==> src/rtl/ex_mem_elastic_barrier_pkg.sv <==
`default_nettype none
// +------------------------------------------------------------------------+
// | Package : ex_mem_elastic_barrier_pkg                                    |
// | Brief   : Default widths and EX->MEM payload packing layout shared by   |
// |           the elastic barrier, its interface and its payload registers.  |
// | Rev     : 1.0 - initial release                                         |
// +------------------------------------------------------------------------+
package ex_mem_elastic_barrier_pkg;

  localparam int DEFAULT_DATA_WIDTH      = 32;
  localparam int DEFAULT_REG_INDEX_WIDTH = 5;
  localparam int DEFAULT_STALL_CNT_WIDTH = 16;

  // Payload layout, LSB first: regWrite, memToReg, memWrite, index, wdata, alu.
  // Control bits sit at fixed offsets so they never move with the data widths.
  localparam int PL_REG_WRITE_BIT  = 0;
  localparam int PL_MEM_TO_REG_BIT = 1;
  localparam int PL_MEM_WRITE_BIT  = 2;
  localparam int PL_IDX_LSB        = 3;

  function automatic int pl_wdata_lsb(input int reg_index_width);
    return PL_IDX_LSB + reg_index_width;
  endfunction

  function automatic int pl_alu_lsb(input int data_width, input int reg_index_width);
    return PL_IDX_LSB + reg_index_width + data_width;
  endfunction

  function automatic int payload_width(input int data_width, input int reg_index_width);
    return PL_IDX_LSB + reg_index_width + 2 * data_width;
  endfunction

  localparam int PAYLOAD_WIDTH = payload_width(DEFAULT_DATA_WIDTH, DEFAULT_REG_INDEX_WIDTH);

endpackage
`default_nettype wire

==> src/rtl/ex_mem_elastic_barrier_if.sv <==
`default_nettype none
// +------------------------------------------------------------------------+
// | Interface : ex_mem_elastic_barrier_if                                   |
// | Brief     : EX-side and MEM-side handshake/payload bundle of the        |
// |             EX->MEM elastic barrier. slave = barrier view,             |
// |             master = surrounding pipeline view.                        |
// | Rev       : 1.0 - initial release                                       |
// +------------------------------------------------------------------------+
interface ex_mem_elastic_barrier_if
  import ex_mem_elastic_barrier_pkg::*;
#(
  parameter int DATA_WIDTH      = DEFAULT_DATA_WIDTH,
  parameter int REG_INDEX_WIDTH = DEFAULT_REG_INDEX_WIDTH,
  parameter int STALL_CNT_WIDTH = DEFAULT_STALL_CNT_WIDTH
);

  logic                       flush;
  logic                       exValid;
  logic                       exReady;
  logic [DATA_WIDTH-1:0]      exAluResult;
  logic [DATA_WIDTH-1:0]      exMemoryWriteData;
  logic [REG_INDEX_WIDTH-1:0] exWriteRegisterIndex;
  logic                       exMemWrite;
  logic                       exMemToReg;
  logic                       exRegWrite;
  logic                       memValid;
  logic                       memReady;
  logic [DATA_WIDTH-1:0]      memAluResult;
  logic [DATA_WIDTH-1:0]      memMemoryWriteData;
  logic [REG_INDEX_WIDTH-1:0] memWriteRegisterIndex;
  logic                       memMemWrite;
  logic                       memMemToReg;
  logic                       memRegWrite;
  logic [STALL_CNT_WIDTH-1:0] stallCycles;

  modport slave (
    input  flush, exValid, exAluResult, exMemoryWriteData, exWriteRegisterIndex,
           exMemWrite, exMemToReg, exRegWrite, memReady,
    output exReady, memValid, memAluResult, memMemoryWriteData, memWriteRegisterIndex,
           memMemWrite, memMemToReg, memRegWrite, stallCycles
  );

  modport master (
    output flush, exValid, exAluResult, exMemoryWriteData, exWriteRegisterIndex,
           exMemWrite, exMemToReg, exRegWrite, memReady,
    input  exReady, memValid, memAluResult, memMemoryWriteData, memWriteRegisterIndex,
           memMemWrite, memMemToReg, memRegWrite, stallCycles
  );

endinterface
`default_nettype wire

==> src/rtl/ex_mem_elastic_barrier_pipe_payload_reg.sv <==
`default_nettype none
// +------------------------------------------------------------------------+
// | Module : pipe_payload_reg                                               |
// | Brief  : Loadable payload register with synchronous clear. Holds its    |
// |          value whenever load is low.                                   |
// | Rev    : 1.0 - initial release                                          |
// +------------------------------------------------------------------------+
module pipe_payload_reg #(
  parameter int WIDTH = 8
) (
  input  logic             clk,
  input  logic             reset,
  input  logic             load,
  input  logic [WIDTH-1:0] d,
  output logic [WIDTH-1:0] q
);

  logic [WIDTH-1:0] data_q;

  // Clear on reset, otherwise capture only when the owning entry is written.
  always_ff @(posedge clk) begin
    if (reset) begin
      data_q <= '0;
    end else if (load) begin
      data_q <= d;
    end
  end

  assign q = data_q;

endmodule
`default_nettype wire

==> src/rtl/ex_mem_elastic_barrier.sv <==
`default_nettype none
// +------------------------------------------------------------------------+
// | Module : ex_mem_elastic_barrier                                         |
// | Brief  : EX->MEM pipeline register with valid/ready handshake, a        |
// |          2-entry (main + skid) buffer, flush, write gating of bubbles  |
// |          and a saturating back-pressure cycle counter.                 |
// | Rev    : 1.0 - initial release                                         |
// +------------------------------------------------------------------------+
module ex_mem_elastic_barrier
  import ex_mem_elastic_barrier_pkg::*;
#(
  parameter int DATA_WIDTH      = DEFAULT_DATA_WIDTH,
  parameter int REG_INDEX_WIDTH = DEFAULT_REG_INDEX_WIDTH,
  parameter int STALL_CNT_WIDTH = DEFAULT_STALL_CNT_WIDTH
) (
  input  logic                     clk,
  input  logic                     reset,
  ex_mem_elastic_barrier_if.slave  pipe
);

  localparam int PW        = payload_width(DATA_WIDTH, REG_INDEX_WIDTH);
  localparam int WDATA_LSB = pl_wdata_lsb(REG_INDEX_WIDTH);
  localparam int ALU_LSB   = pl_alu_lsb(DATA_WIDTH, REG_INDEX_WIDTH);

  logic                       mainValid_q, mainValid_d;
  logic                       skidValid_q, skidValid_d;
  logic                       mainLoad, skidLoad;
  logic                       inFire, outFire, mainFree;
  logic [PW-1:0]              incoming;
  logic [PW-1:0]              mainPayload_d;
  logic [PW-1:0]              mainPayload_q;
  logic [PW-1:0]              skidPayload_q;
  logic [STALL_CNT_WIDTH-1:0] stallCycles_q, stallCycles_d;

  assign incoming = {pipe.exAluResult, pipe.exMemoryWriteData, pipe.exWriteRegisterIndex,
                     pipe.exMemWrite, pipe.exMemToReg, pipe.exRegWrite};

  // Ready depends only on skid occupancy, so memReady never reaches exReady.
  assign pipe.exReady = ~skidValid_q & ~reset;
  assign inFire       = pipe.exValid & pipe.exReady;
  assign outFire      = mainValid_q & pipe.memReady;
  assign mainFree     = ~mainValid_q | outFire;

  // Occupancy update: flush wins, then refill main (skid first to keep order), else park in skid.
  always_comb begin
    mainValid_d   = mainValid_q;
    skidValid_d   = skidValid_q;
    mainLoad      = 1'b0;
    skidLoad      = 1'b0;
    mainPayload_d = skidValid_q ? skidPayload_q : incoming;
    if (pipe.flush) begin
      mainValid_d = 1'b0;
      skidValid_d = 1'b0;
    end else if (mainFree) begin
      if (skidValid_q) begin
        mainValid_d = 1'b1;
        mainLoad    = 1'b1;
        skidValid_d = inFire;
        skidLoad    = inFire;
      end else begin
        mainValid_d = inFire;
        mainLoad    = inFire;
      end
    end else if (inFire) begin
      skidValid_d = 1'b1;
      skidLoad    = 1'b1;
    end
  end

  // Valid bits of both entries.
  always_ff @(posedge clk) begin
    if (reset) begin
      mainValid_q <= 1'b0;
      skidValid_q <= 1'b0;
    end else begin
      mainValid_q <= mainValid_d;
      skidValid_q <= skidValid_d;
    end
  end

  pipe_payload_reg #(.WIDTH(PW)) u_main_payload (
    .clk   (clk),
    .reset (reset),
    .load  (mainLoad),
    .d     (mainPayload_d),
    .q     (mainPayload_q)
  );

  pipe_payload_reg #(.WIDTH(PW)) u_skid_payload (
    .clk   (clk),
    .reset (reset),
    .load  (skidLoad),
    .d     (incoming),
    .q     (skidPayload_q)
  );

  // Count cycles where a held beat is refused by MEM, sticking at all-ones.
  always_comb begin
    stallCycles_d = stallCycles_q;
    if (mainValid_q && !pipe.memReady && !(&stallCycles_q)) begin
      stallCycles_d = stallCycles_q + 1'b1;
    end
  end

  // Counter register; only reset clears it.
  always_ff @(posedge clk) begin
    if (reset) begin
      stallCycles_q <= '0;
    end else begin
      stallCycles_q <= stallCycles_d;
    end
  end

  assign pipe.memValid              = mainValid_q;
  assign pipe.memAluResult          = mainPayload_q[ALU_LSB +: DATA_WIDTH];
  assign pipe.memMemoryWriteData    = mainPayload_q[WDATA_LSB +: DATA_WIDTH];
  assign pipe.memWriteRegisterIndex = mainPayload_q[PL_IDX_LSB +: REG_INDEX_WIDTH];
  assign pipe.memMemToReg           = mainPayload_q[PL_MEM_TO_REG_BIT];
  // Bubbles must never write memory or the register file.
  assign pipe.memMemWrite           = mainPayload_q[PL_MEM_WRITE_BIT] & mainValid_q;
  assign pipe.memRegWrite           = mainPayload_q[PL_REG_WRITE_BIT] & mainValid_q;
  assign pipe.stallCycles           = stallCycles_q;

endmodule
`default_nettype wire

==> src/flat_wrapper.sv <==
// flat-port wrapper written by rule: the top's interface ports become plain ports
module ex_mem_elastic_barrier_flat import ex_mem_elastic_barrier_pkg::*;
#(
  parameter int DATA_WIDTH      = DEFAULT_DATA_WIDTH,
  parameter int REG_INDEX_WIDTH = DEFAULT_REG_INDEX_WIDTH,
  parameter int STALL_CNT_WIDTH = DEFAULT_STALL_CNT_WIDTH
)
  (clk, reset, pipe_flush, pipe_exValid, pipe_exAluResult, pipe_exMemoryWriteData, pipe_exWriteRegisterIndex, pipe_exMemWrite, pipe_exMemToReg, pipe_exRegWrite, pipe_memReady, pipe_exReady, pipe_memValid, pipe_memAluResult, pipe_memMemoryWriteData, pipe_memWriteRegisterIndex, pipe_memMemWrite, pipe_memMemToReg, pipe_memRegWrite, pipe_stallCycles);
  ex_mem_elastic_barrier_if #(.DATA_WIDTH(DATA_WIDTH), .REG_INDEX_WIDTH(REG_INDEX_WIDTH), .STALL_CNT_WIDTH(STALL_CNT_WIDTH)) pipe_i ();
  input  logic clk;
  input  logic reset;
  input wire logic [$bits(pipe_i.flush)-1:0] pipe_flush;
  input wire logic [$bits(pipe_i.exValid)-1:0] pipe_exValid;
  input wire logic [$bits(pipe_i.exAluResult)-1:0] pipe_exAluResult;
  input wire logic [$bits(pipe_i.exMemoryWriteData)-1:0] pipe_exMemoryWriteData;
  input wire logic [$bits(pipe_i.exWriteRegisterIndex)-1:0] pipe_exWriteRegisterIndex;
  input wire logic [$bits(pipe_i.exMemWrite)-1:0] pipe_exMemWrite;
  input wire logic [$bits(pipe_i.exMemToReg)-1:0] pipe_exMemToReg;
  input wire logic [$bits(pipe_i.exRegWrite)-1:0] pipe_exRegWrite;
  input wire logic [$bits(pipe_i.memReady)-1:0] pipe_memReady;
  output wire logic [$bits(pipe_i.exReady)-1:0] pipe_exReady;
  output wire logic [$bits(pipe_i.memValid)-1:0] pipe_memValid;
  output wire logic [$bits(pipe_i.memAluResult)-1:0] pipe_memAluResult;
  output wire logic [$bits(pipe_i.memMemoryWriteData)-1:0] pipe_memMemoryWriteData;
  output wire logic [$bits(pipe_i.memWriteRegisterIndex)-1:0] pipe_memWriteRegisterIndex;
  output wire logic [$bits(pipe_i.memMemWrite)-1:0] pipe_memMemWrite;
  output wire logic [$bits(pipe_i.memMemToReg)-1:0] pipe_memMemToReg;
  output wire logic [$bits(pipe_i.memRegWrite)-1:0] pipe_memRegWrite;
  output wire logic [$bits(pipe_i.stallCycles)-1:0] pipe_stallCycles;
  assign pipe_i.flush = pipe_flush;
  assign pipe_i.exValid = pipe_exValid;
  assign pipe_i.exAluResult = pipe_exAluResult;
  assign pipe_i.exMemoryWriteData = pipe_exMemoryWriteData;
  assign pipe_i.exWriteRegisterIndex = pipe_exWriteRegisterIndex;
  assign pipe_i.exMemWrite = pipe_exMemWrite;
  assign pipe_i.exMemToReg = pipe_exMemToReg;
  assign pipe_i.exRegWrite = pipe_exRegWrite;
  assign pipe_i.memReady = pipe_memReady;
  assign pipe_exReady = pipe_i.exReady;
  assign pipe_memValid = pipe_i.memValid;
  assign pipe_memAluResult = pipe_i.memAluResult;
  assign pipe_memMemoryWriteData = pipe_i.memMemoryWriteData;
  assign pipe_memWriteRegisterIndex = pipe_i.memWriteRegisterIndex;
  assign pipe_memMemWrite = pipe_i.memMemWrite;
  assign pipe_memMemToReg = pipe_i.memMemToReg;
  assign pipe_memRegWrite = pipe_i.memRegWrite;
  assign pipe_stallCycles = pipe_i.stallCycles;
  ex_mem_elastic_barrier #(.DATA_WIDTH(DATA_WIDTH), .REG_INDEX_WIDTH(REG_INDEX_WIDTH), .STALL_CNT_WIDTH(STALL_CNT_WIDTH)) u_core (.clk(clk), .reset(reset), .pipe(pipe_i));
endmodule
==> config.mk <==
export PLATFORM = sky130hd
export DESIGN_NAME = ex_mem_elastic_barrier_flat
export DESIGN_NICKNAME = d
export VERILOG_FILES = /design/src/rtl/ex_mem_elastic_barrier_pkg.sv /design/src/rtl/ex_mem_elastic_barrier_if.sv /design/src/rtl/ex_mem_elastic_barrier_pipe_payload_reg.sv /design/src/rtl/ex_mem_elastic_barrier.sv /design/src/flat_wrapper.sv
export SDC_FILE = /design/constraint.sdc
export NUM_CORES = 1
export LEC_CHECK = 0
export BUFFER_PORTS_ARGS = -buffer_cell sky130_fd_sc_hd__buf_2
export CORE_MARGIN = 3
export CORE_UTILIZATION = 58
export CTS_CLUSTER_SIZE = 20
export DETAILED_ROUTE_END_ITERATION = 16
export PLACE_DENSITY = 0.85
export SLEW_MARGIN = 25
export SYNTH_ARGS = -nofsm -noshare
export SYNTH_HDL_FRONTEND = slang
export SYNTH_SLANG_ARGS = --single-unit
==> constraint.sdc <==
create_clock -name clk -period 2.8 [get_ports clk]
set_input_delay 0.28 -clock clk [delete_from_list [all_inputs] [get_ports clk]]
set_output_delay 0.28 -clock clk [all_outputs]
set_load 0.005 [all_outputs]
==> results of run 1 <==
through the flow:
| step | instances | power [µW] | util | hold WS [ns] |
|---|---|---|---|---|
| final | 1063 | 5410 | 0.684 | 0.102 |
| after global routing | 1063 | 5600 | 0.684 | 0.0823 |
| after CTS | 1063 | 5450 | 0.684 | 0.0774 |
| after detailed placement | 1033 | 2820 | 0.628 | 0.446 |
| after global placement | 1033 | 2810 | 0.628 | 0.441 |
| after floorplan | 815 | 2740 | - | 0.359 |
state kept, by name, indices dropped and copies added (netlist names):
name and count:
u_core.u_main_payload.q 72, u_core.pipe.stallCycles 16, u_core.pipe.memValid 1, u_core.u_skid_payload.q 72, u_core.skidValid_q 1
critical path, stage by stage, from the launching register on:
cell and delay, ns:
dfxtp_1 0.38, ha_1 0.23, nand4_1 0.22, nor4_1 0.43, buf_4 0.25, or4_1 0.11
a21oi_1 0.06
final cells by class:
cell class,instances,area [µm²],area share
inverter,4,15.0,0.00181
tap,168,210,0.0253
sequential,162,3250,0.390
clock inverter,9,200,0.0241
multi-input combinational,522,3210,0.385
clock buffer,21,480,0.0578
timing repair buffer,177,957,0.115
how the worst min path moves through the flow:
stage                                  endpoint  slack [ns]  cells past startpoint
global placement    u_core.u_skid_payload.q[34]        0.44                      2
detailed placement  u_core.u_skid_payload.q[52]        0.45                      2
floorplan                    u_core.skidValid_q        0.36                      1
CTS                  u_core.pipe.stallCycles[3]        0.08                      2
global route         u_core.pipe.stallCycles[2]        0.08                      2
finish               u_core.pipe.stallCycles[3]        0.10                      2
where the power goes:
group          internal [µW]  total, µW  switching, µW
clock                   1760       2630            876
sequential              2370       2400           32.6
combinational            162        374            211
layout by cell type, fill, tap and decap left out, types with 6 or more instances in the layout:
cell and count:
a211oi_1 33, a211oi_2 39, a21oi_1 83, buf_2 165, buf_4 8, bufinv_16 6
clkbuf_16 17, dfxtp_1 161, mux2i_1 72, nand2_1 147, nand3_1 8, nor2_1 83
or4_1 6
cells by family (layout without fill, tap and decap cells):
| logic type | count (synthesis) | in the layout | share of synthesized area |
|---|---|---|---|
| and+or+nand+nor | 275 | 275 | 0.160 |
| AOI/OAI and AO/OA | 173 | 173 | 0.176 |
| DFF | 162 | 162 | 0.443 |
| buffers and inverters | 131 | 211 | 0.119 |
| muxes | 73 | 73 | 0.100 |
| adders and majority gates | 1 | 1 | 0.00171 |
metal layers:
metal,wire [µm],up-vias,track usage
li1,-,2882,-
met1,6790,2661,0.278
met2,7560,190,0.352
met3,950,28,0.0627
met4,267,0,0.0872
met5,0,-,0
==> results.cfg, run 1 <==
[worst_setup_path]
crit_end = u_core.pipe.stallCycles[9]
startpoint = u_core.pipe.stallCycles[0]
rrSetupSlack_ns = 0.96
arrival_ns = 2.08
required_ns = 3.04
worst_r2r_endpoint = u_core.pipe.stallCycles[9]
r2r_start = u_core.pipe.stallCycles[0]
crit_fanout = 10
crit_type = reg -> reg
start_kind = flop
rr_worst_depth = 6
end_kind = flop

[clock_network]
clockBufferDepth = 2
clock_latency_ns = 0.41
cts_tree = built
cts_resized = 0
clockRootBuffer = clkbuf_16
h-tree-depth = 4
cts_made_buffers = 17
clkSinkCount = 162
clkTransAtPathRegs_ns = 0.06
post-cts-setup-buffers = 0
cts_hold_buf = 0

[yosys]
ys_warn_count = 0
synthTopCellsByCount = dfxtp_1 (162), nand2_1 (147), a21oi_1 (83), nor2_1 (83), buf_4 (73)
synth_area_um2 = 7320
synth_top_area_share = 0.443
synthArstFlopShare = 0
synth_area_leaders = dfxtp_1 (44%), mux2i_1 (9.9%), nand2_1 (7.5%)
ys_seq_elements = 162
yosysSeqAreaShare = 0.443
synth_ff_type = dfxtp_1
postSynthAreaPerCell_um2 = 8.98
yosysUniqueCellTypes = 38
synth_top_cell_by_area = dfxtp_1
synth.most_common_cell = dfxtp_1
syn-instance-count = 815
synth_edf_count = 0
synth_fp_nets = 893

[timing]
finalMaxSlewViolations = 0
finalHoldViolations = 0
clock_skew_ns = 0.00545
postLayoutSetupSlackWorst_ns = 0.961
fin_crit_ns = 1.84
worstMarginPinSlew_ns = 0.999
tns_ns = 0
period_share = 0.657
rsz0062_at_grt = false
setup-violations-final = 0
fmax_ghz = 0.544
relSlewSlack = 0.334

[global_route]
antenna_found_initial = 0
overflow = 0
grt_pass1_vias = 5247
grt_max_degree = 81
grt_pass1_wl_um = 25400
grtUsageTotal = 0.219

[finish]
drive_above_1_share = 0.283
layout.nets = 962
design_area_um2 = 8320
antenna_cells = 0
areaGrowthSynthToFinish_pct = 13.7
n_fill_cell = 994

[die]
die_area_um2 = 14000
io_pins = 167
fp-row-count = 40
coreArea_um2 = 12200
die_x_um = 118
die_h_um = 118
start_util = 0.602

[placed_design]
gp_congestion = 0.908
dp_hpwl_um = 9690
post_dp_cell_area_um2 = 7630
port_buffers = 166
detailedPlace.worstSlack_ns = 0.973

[power_and_ir_drop]
vdd_drop_max_v = 0.000439
power_leakage_uw = 0.00308
p_per_area_nw_per_um2 = 651

[detailed_routing]
drtAntennaViolNets = 0
drc = 0
wl_per_cell_um = 14.6
vias = 5761
viasPerCell = 5.42
first_pass_iters = 5
wl_um = 15600
drt_iter0_markers = 425

[status]
status = finished clean

[hold_path]
holdCritStartpoint = reset
hold_path.class = in -> reg

[run]
cap_violations = 0
Power figures use the tool's default switching activity.
==> run 2, diff against run 1 <==
--- a/config.mk
+++ b/config.mk
@@ -7,10 +7,10 @@
 export LEC_CHECK = 0
 export BUFFER_PORTS_ARGS = -buffer_cell sky130_fd_sc_hd__buf_2
 export CORE_MARGIN = 3
-export CORE_UTILIZATION = 58
+export CORE_UTILIZATION = 49
 export CTS_CLUSTER_SIZE = 20
 export DETAILED_ROUTE_END_ITERATION = 16
-export PLACE_DENSITY = 0.85
+export PLACE_DENSITY = 0.76
 export SLEW_MARGIN = 25
 export SYNTH_ARGS = -nofsm -noshare
 export SYNTH_HDL_FRONTEND = slang
==> constraint.sdc (replaced) <==
create_clock -name clk -period 1.6 [get_ports clk]
set_input_delay 0.16 -clock clk [delete_from_list [all_inputs] [get_ports clk]]
set_output_delay 0.16 -clock clk [all_outputs]
set_load 0.005 [all_outputs]
==> results.cfg, run 2 (synthesis results as in run 1) <==
[timing]
worstMarginPinSlew_ns = 0.876
tns_ns = -0.171
relSlewSlack = 0.416
clock_skew_ns = 0.00794
hold_slack_ns = 0.0219
rsz0062_at_grt = true
postLayoutSetupSlackWorst_ns = -0.0257
period_share = 1.02
fin_crit_ns = 1.63
fmax_ghz = 0.615
finalMaxSlewViolations = 0
finalHoldViolations = 0
setup-violations-final = 17

[detailed_routing]
vias = 6404
drc = 0
viasPerCell = 5.31
drt_iter0_markers = 365
wl_um = 19400
drtAntennaViolNets = 0
wl_per_cell_um = 16.1
first_pass_iters = 4

[worst_setup_path]
r2r_start = u_core.pipe.memValid
cp_top_family = buffers and inverters
arrival_ns = 1.89
cp_cell_sequence = nor2b_4 > buf_6 > a211oi_4 > buf_8 > buf_8 > buf_6 > clkbuf_16 > a211oi_2
end_kind = flop
start_kind = flop
cpPeakStageDelay_ns = 0.33
cpMaxStageDelayCell = dfxtp_2
required_ns = 1.86
startpoint = u_core.pipe.memValid
crit_fanout = 7
worst_r2r_endpoint = u_core.u_main_payload.q[63]
crit_type = reg -> reg
worst-path-buf-inv = 5
rrSetupSlack_ns = -0.03
rr_worst_depth = 8

[die]
die_area_um2 = 16400
die_x_um = 128
die_h_um = 128
io_pins = 167
coreArea_um2 = 14600
fp-row-count = 44
start_util = 0.501

[clock_network]
clockBufferDepth = 2
cts_made_buffers = 17
cts_tree = built
clkTransAtPathRegs_ns = 0.06
clkSinkCount = 162
clockRootBuffer = clkbuf_16
clock_latency_ns = 0.42
h-tree-depth = 4

[placed_design]
detailedPlace.worstSlack_ns = -0.0235
post_dp_cell_area_um2 = 7930
port_buffers = 166
gp_congestion = 0.844
dp_hpwl_um = 10200

[hold_path]
whs_endpoint = u_core.u_skid_payload.q[62]
worstHoldPathCells = 3
holdCritStartpoint = pipe_exAluResult[22]
hold_path.class = in -> reg

[global_route]
grt_pass1_vias = 5708
antenna_found_initial = 1
grt_max_degree = 165
grt_pass1_wl_um = 27700
grtUsageTotal = 0.206
overflow = 0

[power_and_ir_drop]
power_leakage_uw = 0.00374
vdd_drop_max_v = 0.000738
p_per_area_nw_per_um2 = 932

[finish]
layout_common_cells = buf_2 (167), dfxtp_1 (153), nand2_1 (147), a21oi_1 (82), nor2_1 (81)
drive_above_1_share = 0.320
postLayoutCoreUtil = 0.673
layout_commonest_cell = buf_2
layout.nets = 1085
design_area_um2 = 9820
areaGrowthSynthToFinish_pct = 34.2

[status]
status = finished, violations left
violations = negative setup slack

[run]
cap_violations = 0
==> run 2: cell count changes in the layout (fill, tap and decap cells not counted), moves of 4 or more <==
cell	change
buf_6	+6
bufinv_16	-4
dfxtp_2	+6
dlygate4sd3_1	+71
buf_4	+18
clkbuf_16	+7
buf_12	+11
buf_8	+6
dfxtp_1	-8
==> run 2: timing repair <==
item,CTS,global route
hold endpoints to repair,71,0
resized for setup,4,43
cloned,1,14
buffers inserted,0,14
setup endpoints to repair,12,134
pin swaps,0,22
hold buffers,71,0
==> run 2: tightest hold or removal path, cell delays in order <==
cell and delay, ns:
buf_2 0.11, nand2_1 0.06, a21oi_1 0.06
==> run 2: through the flow <==
step / cells / power [µW]
6_report: 1205 / 9150
5_1_grt: 1205 / 9510
4_1_cts: 1176 / 9090
3_5_place_dp: 1072 / 4970
3_3_place_gp: 1072 / 4950
2_1_floorplan: 815 / 4800
==> run 2: report_power, final <==
| group | switching [µW] | internal (µW) |
|---|---|---|
| combinational | 445 | 500 |
| sequential | 58.2 | 4140 |
| clock | 1590 | 2420 |
| total | 2090 | 7060 |
==> run 2: worst max path at each step <==
stage / end / slack, ns / depth (start not counted)
after floorplan: u_core.pipe.stallCycles[10] / 0.005 / 5
after global placement: u_core.pipe.stallCycles[10] / 0.02 / 5
after detailed placement: u_core.pipe.stallCycles[10] / -0.02 / 5
after CTS: u_core.u_main_payload.q[61] / -0.02 / 7
after global routing: u_core.u_main_payload.q[45] / -0.1 / 8
final: u_core.u_main_payload.q[63] / -0.03 / 8
==> run 2: metal layers <==
metal	track usage	routed length [µm]	vias to the layer above
met2	0.337	9580	191
met5	0	0	-
met3	0.0571	1170	29
li1	-	-	3134
met4	0.0687	295	0
met1	0.263	8340	3050
==> run 2: cell type report <==
class | count | area [µm²]
antenna | 1 | 2.50
clock buffer | 23 | 478
clock inverter | 9 | 104
fill | 1096 | 4770
inverter | 4 | 15.0
multi-input combinational | 522 | 3300
sequential | 162 | 3260
tap | 184 | 230
timing repair buffer | 300 | 2430
==> run 3, diff against run 2 <==
--- a/config.mk
+++ b/config.mk
@@ -7,10 +7,10 @@
 export LEC_CHECK = 0
 export BUFFER_PORTS_ARGS = -buffer_cell sky130_fd_sc_hd__buf_2
 export CORE_MARGIN = 3
-export CORE_UTILIZATION = 49
+export CORE_UTILIZATION = 54
 export CTS_CLUSTER_SIZE = 20
 export DETAILED_ROUTE_END_ITERATION = 16
-export PLACE_DENSITY = 0.76
+export PLACE_DENSITY = 0.8
 export SLEW_MARGIN = 25
 export SYNTH_ARGS = -nofsm -noshare
 export SYNTH_HDL_FRONTEND = slang
==> constraint.sdc (replaced) <==
create_clock -name clk -period 1.5 [get_ports clk]
set_input_delay 0.15 -clock clk [delete_from_list [all_inputs] [get_ports clk]]
set_output_delay 0.15 -clock clk [all_outputs]
set_load 0.005 [all_outputs]
==> results.cfg, run 3 (synthesis results as in run 1) <==
[clock_network]
clkSinkCount = 162
h-tree-depth = 4
cts_made_buffers = 17
clockBufferDepth = 2
clockRootBuffer = clkbuf_16
clkTransAtPathRegs_ns = 0.06
cts_tree = built
clock_latency_ns = 0.41

[hold_path]
worstHoldPathCells = 3
hold_path.class = in -> reg

[timing]
finalMaxSlewViolations = 0
relSlewSlack = 0.571
finalHoldViolations = 0
fin_crit_ns = 1.57
worstMarginPinSlew_ns = 0.643
clock_skew_ns = 0.00568
period_share = 1.05
setup-violations-final = 6
tns_ns = -0.254
fmax_ghz = 0.636
postLayoutSetupSlackWorst_ns = -0.0716
rsz0062_at_grt = true

[placed_design]
detailedPlace.worstSlack_ns = -0.0643
post_dp_cell_area_um2 = 8030
gp_congestion = 0.810
port_buffers = 166
dp_hpwl_um = 10300

[worst_setup_path]
start_kind = flop
cpMaxStageDelayCell = or4_1
arrival_ns = 1.91
crit_type = reg -> reg
crit_fanout = 12
rr_worst_depth = 7
cp_common_cell = buf_4
cp_cell_sequence = ha_4 > nand4_1 > buf_4 > nor4_2 > buf_4 > or4_1 > a21oi_2
rrSetupSlack_ns = -0.07
end_kind = flop
cpPeakStageDelay_ns = 0.43
required_ns = 1.84

[detailed_routing]
first_pass_iters = 5
drc = 0
drt_iter0_markers = 498
vias = 6461
drtAntennaViolNets = 0
wl_um = 19900
wl_per_cell_um = 16.7
viasPerCell = 5.42

[finish]
layout.nets = 1084
layout_common_cells = buf_2 (165), dfxtp_1 (156), nand2_1 (147), nor2_1 (79), a21oi_1 (79)
drive_above_1_share = 0.337
postLayoutCoreUtil = 0.760
n_fill_cell = 845
areaGrowthSynthToFinish_pct = 34.2
design_area_um2 = 9820
layout_commonest_cell = buf_2

[die]
start_util = 0.566
io_pins = 167
fp-row-count = 41
die_h_um = 122
die_area_um2 = 15000
die_x_um = 122
coreArea_um2 = 12900

[power_and_ir_drop]
swShare = 0.227
vdd_drop_max_v = 0.000917
power_leakage_uw = 0.00371
p_int_uw = 7640
p_comb_frac = 0.103
fin_total_pwr_uw = 9880
switching_power_uw = 2250
seq_power_share = 0.454
p_per_area_nw_per_um2 = 1010
clock_power_share = 0.444

[status]
violations = negative setup slack
status = finished, violations left

[global_route]
grt_pass1_vias = 5943
grtUsageTotal = 0.242
grt_pass1_wl_um = 29000
grt_max_degree = 115
overflow = 0
antenna_found_initial = 2

[run]
cap_violations = 0
run 3: cell types whose count changed in the layout (fill, tap and decap cells not counted), moves of 3 or more:
cell / before / now
a211oi_1: 30 / 17
buf_4: 26 / 37
dfxtp_1: 153 / 156
buf_12: 14 / 11
a211oi_2: 42 / 55
a21oi_2: 1 / 4
buf_8: 6 / 1
a21oi_1: 82 / 79
run 3: layout make-up:
class,instances,area (µm²),area share
Multi-Input combinational cell,522,3390,0.345
Sequential cell,162,3260,0.332
Timing Repair Buffer,299,2350,0.239
Clock buffer,22,464,0.0473
Tap cell,172,215,0.0219
Clock inverter,9,130,0.0133
Inverter,4,17.5,0.00178
Antenna cell,2,5.00,0.000510
run 3: what timing repair did:
item,in CTS,in global routing
pin swaps,4,11
endpoints found under the hold margin,71,0
buffers inserted,3,11
gates cloned,3,6
gates resized for setup,9,39
hold buffers,71,0
setup endpoints to repair,14,97
run 3: power groups by stage:
stage / sequential, µW / combinational [µW] / clock (µW)
2_1_floorplan: 4560 / 575 / 0
3_3_place_gp: 4570 / 739 / 0
3_5_place_dp: 4570 / 752 / 0
4_1_cts: 4480 / 931 / 4450
5_1_grt: 4490 / 1100 / 4640
6_report: 4480 / 1010 / 4380
run 3: final timing paths:
kind | startpoint | to
worst min-delay path | pipe_exAluResult[16] | u_core.u_skid_payload.q[56]
worst min register to register | u_core.u_skid_payload.q[68] | u_core.u_skid_payload.q[68]
worst max-delay path | u_core.pipe.stallCycles[1] | u_core.pipe.stallCycles[11]
worst max register to register | u_core.pipe.stallCycles[1] | u_core.pipe.stallCycles[11]
run 3: worst max-delay path: cells and delay by family, from the launching register on:
family                   cells  cell delay (ns)
flip-flops                   1             0.36
buffers and inverters        2             0.29
AO/OA/AOI/OAI                1             0.13
AND/OR/NAND/NOR              3             0.56
adder cells (fa/ha/maj)      1             0.16
run 3: metal layers:
layer,vias up,global-route usage,wire [µm]
li1,3126,-,-
met3,36,0.0567,1090
met2,222,0.418,10200
met5,-,0,0
met4,0,0.0840,426
met1,3077,0.296,8180
run 3: metrics by stage:
stage / hold WS [ns] / instances
after floorplan: 0.229 / 815
after global placement: 0.402 / 1068
after detailed placement: 0.407 / 1068
after CTS: 0.00170 / 1176
after global routing: 0.0196 / 1192
final: 0.0267 / 1192
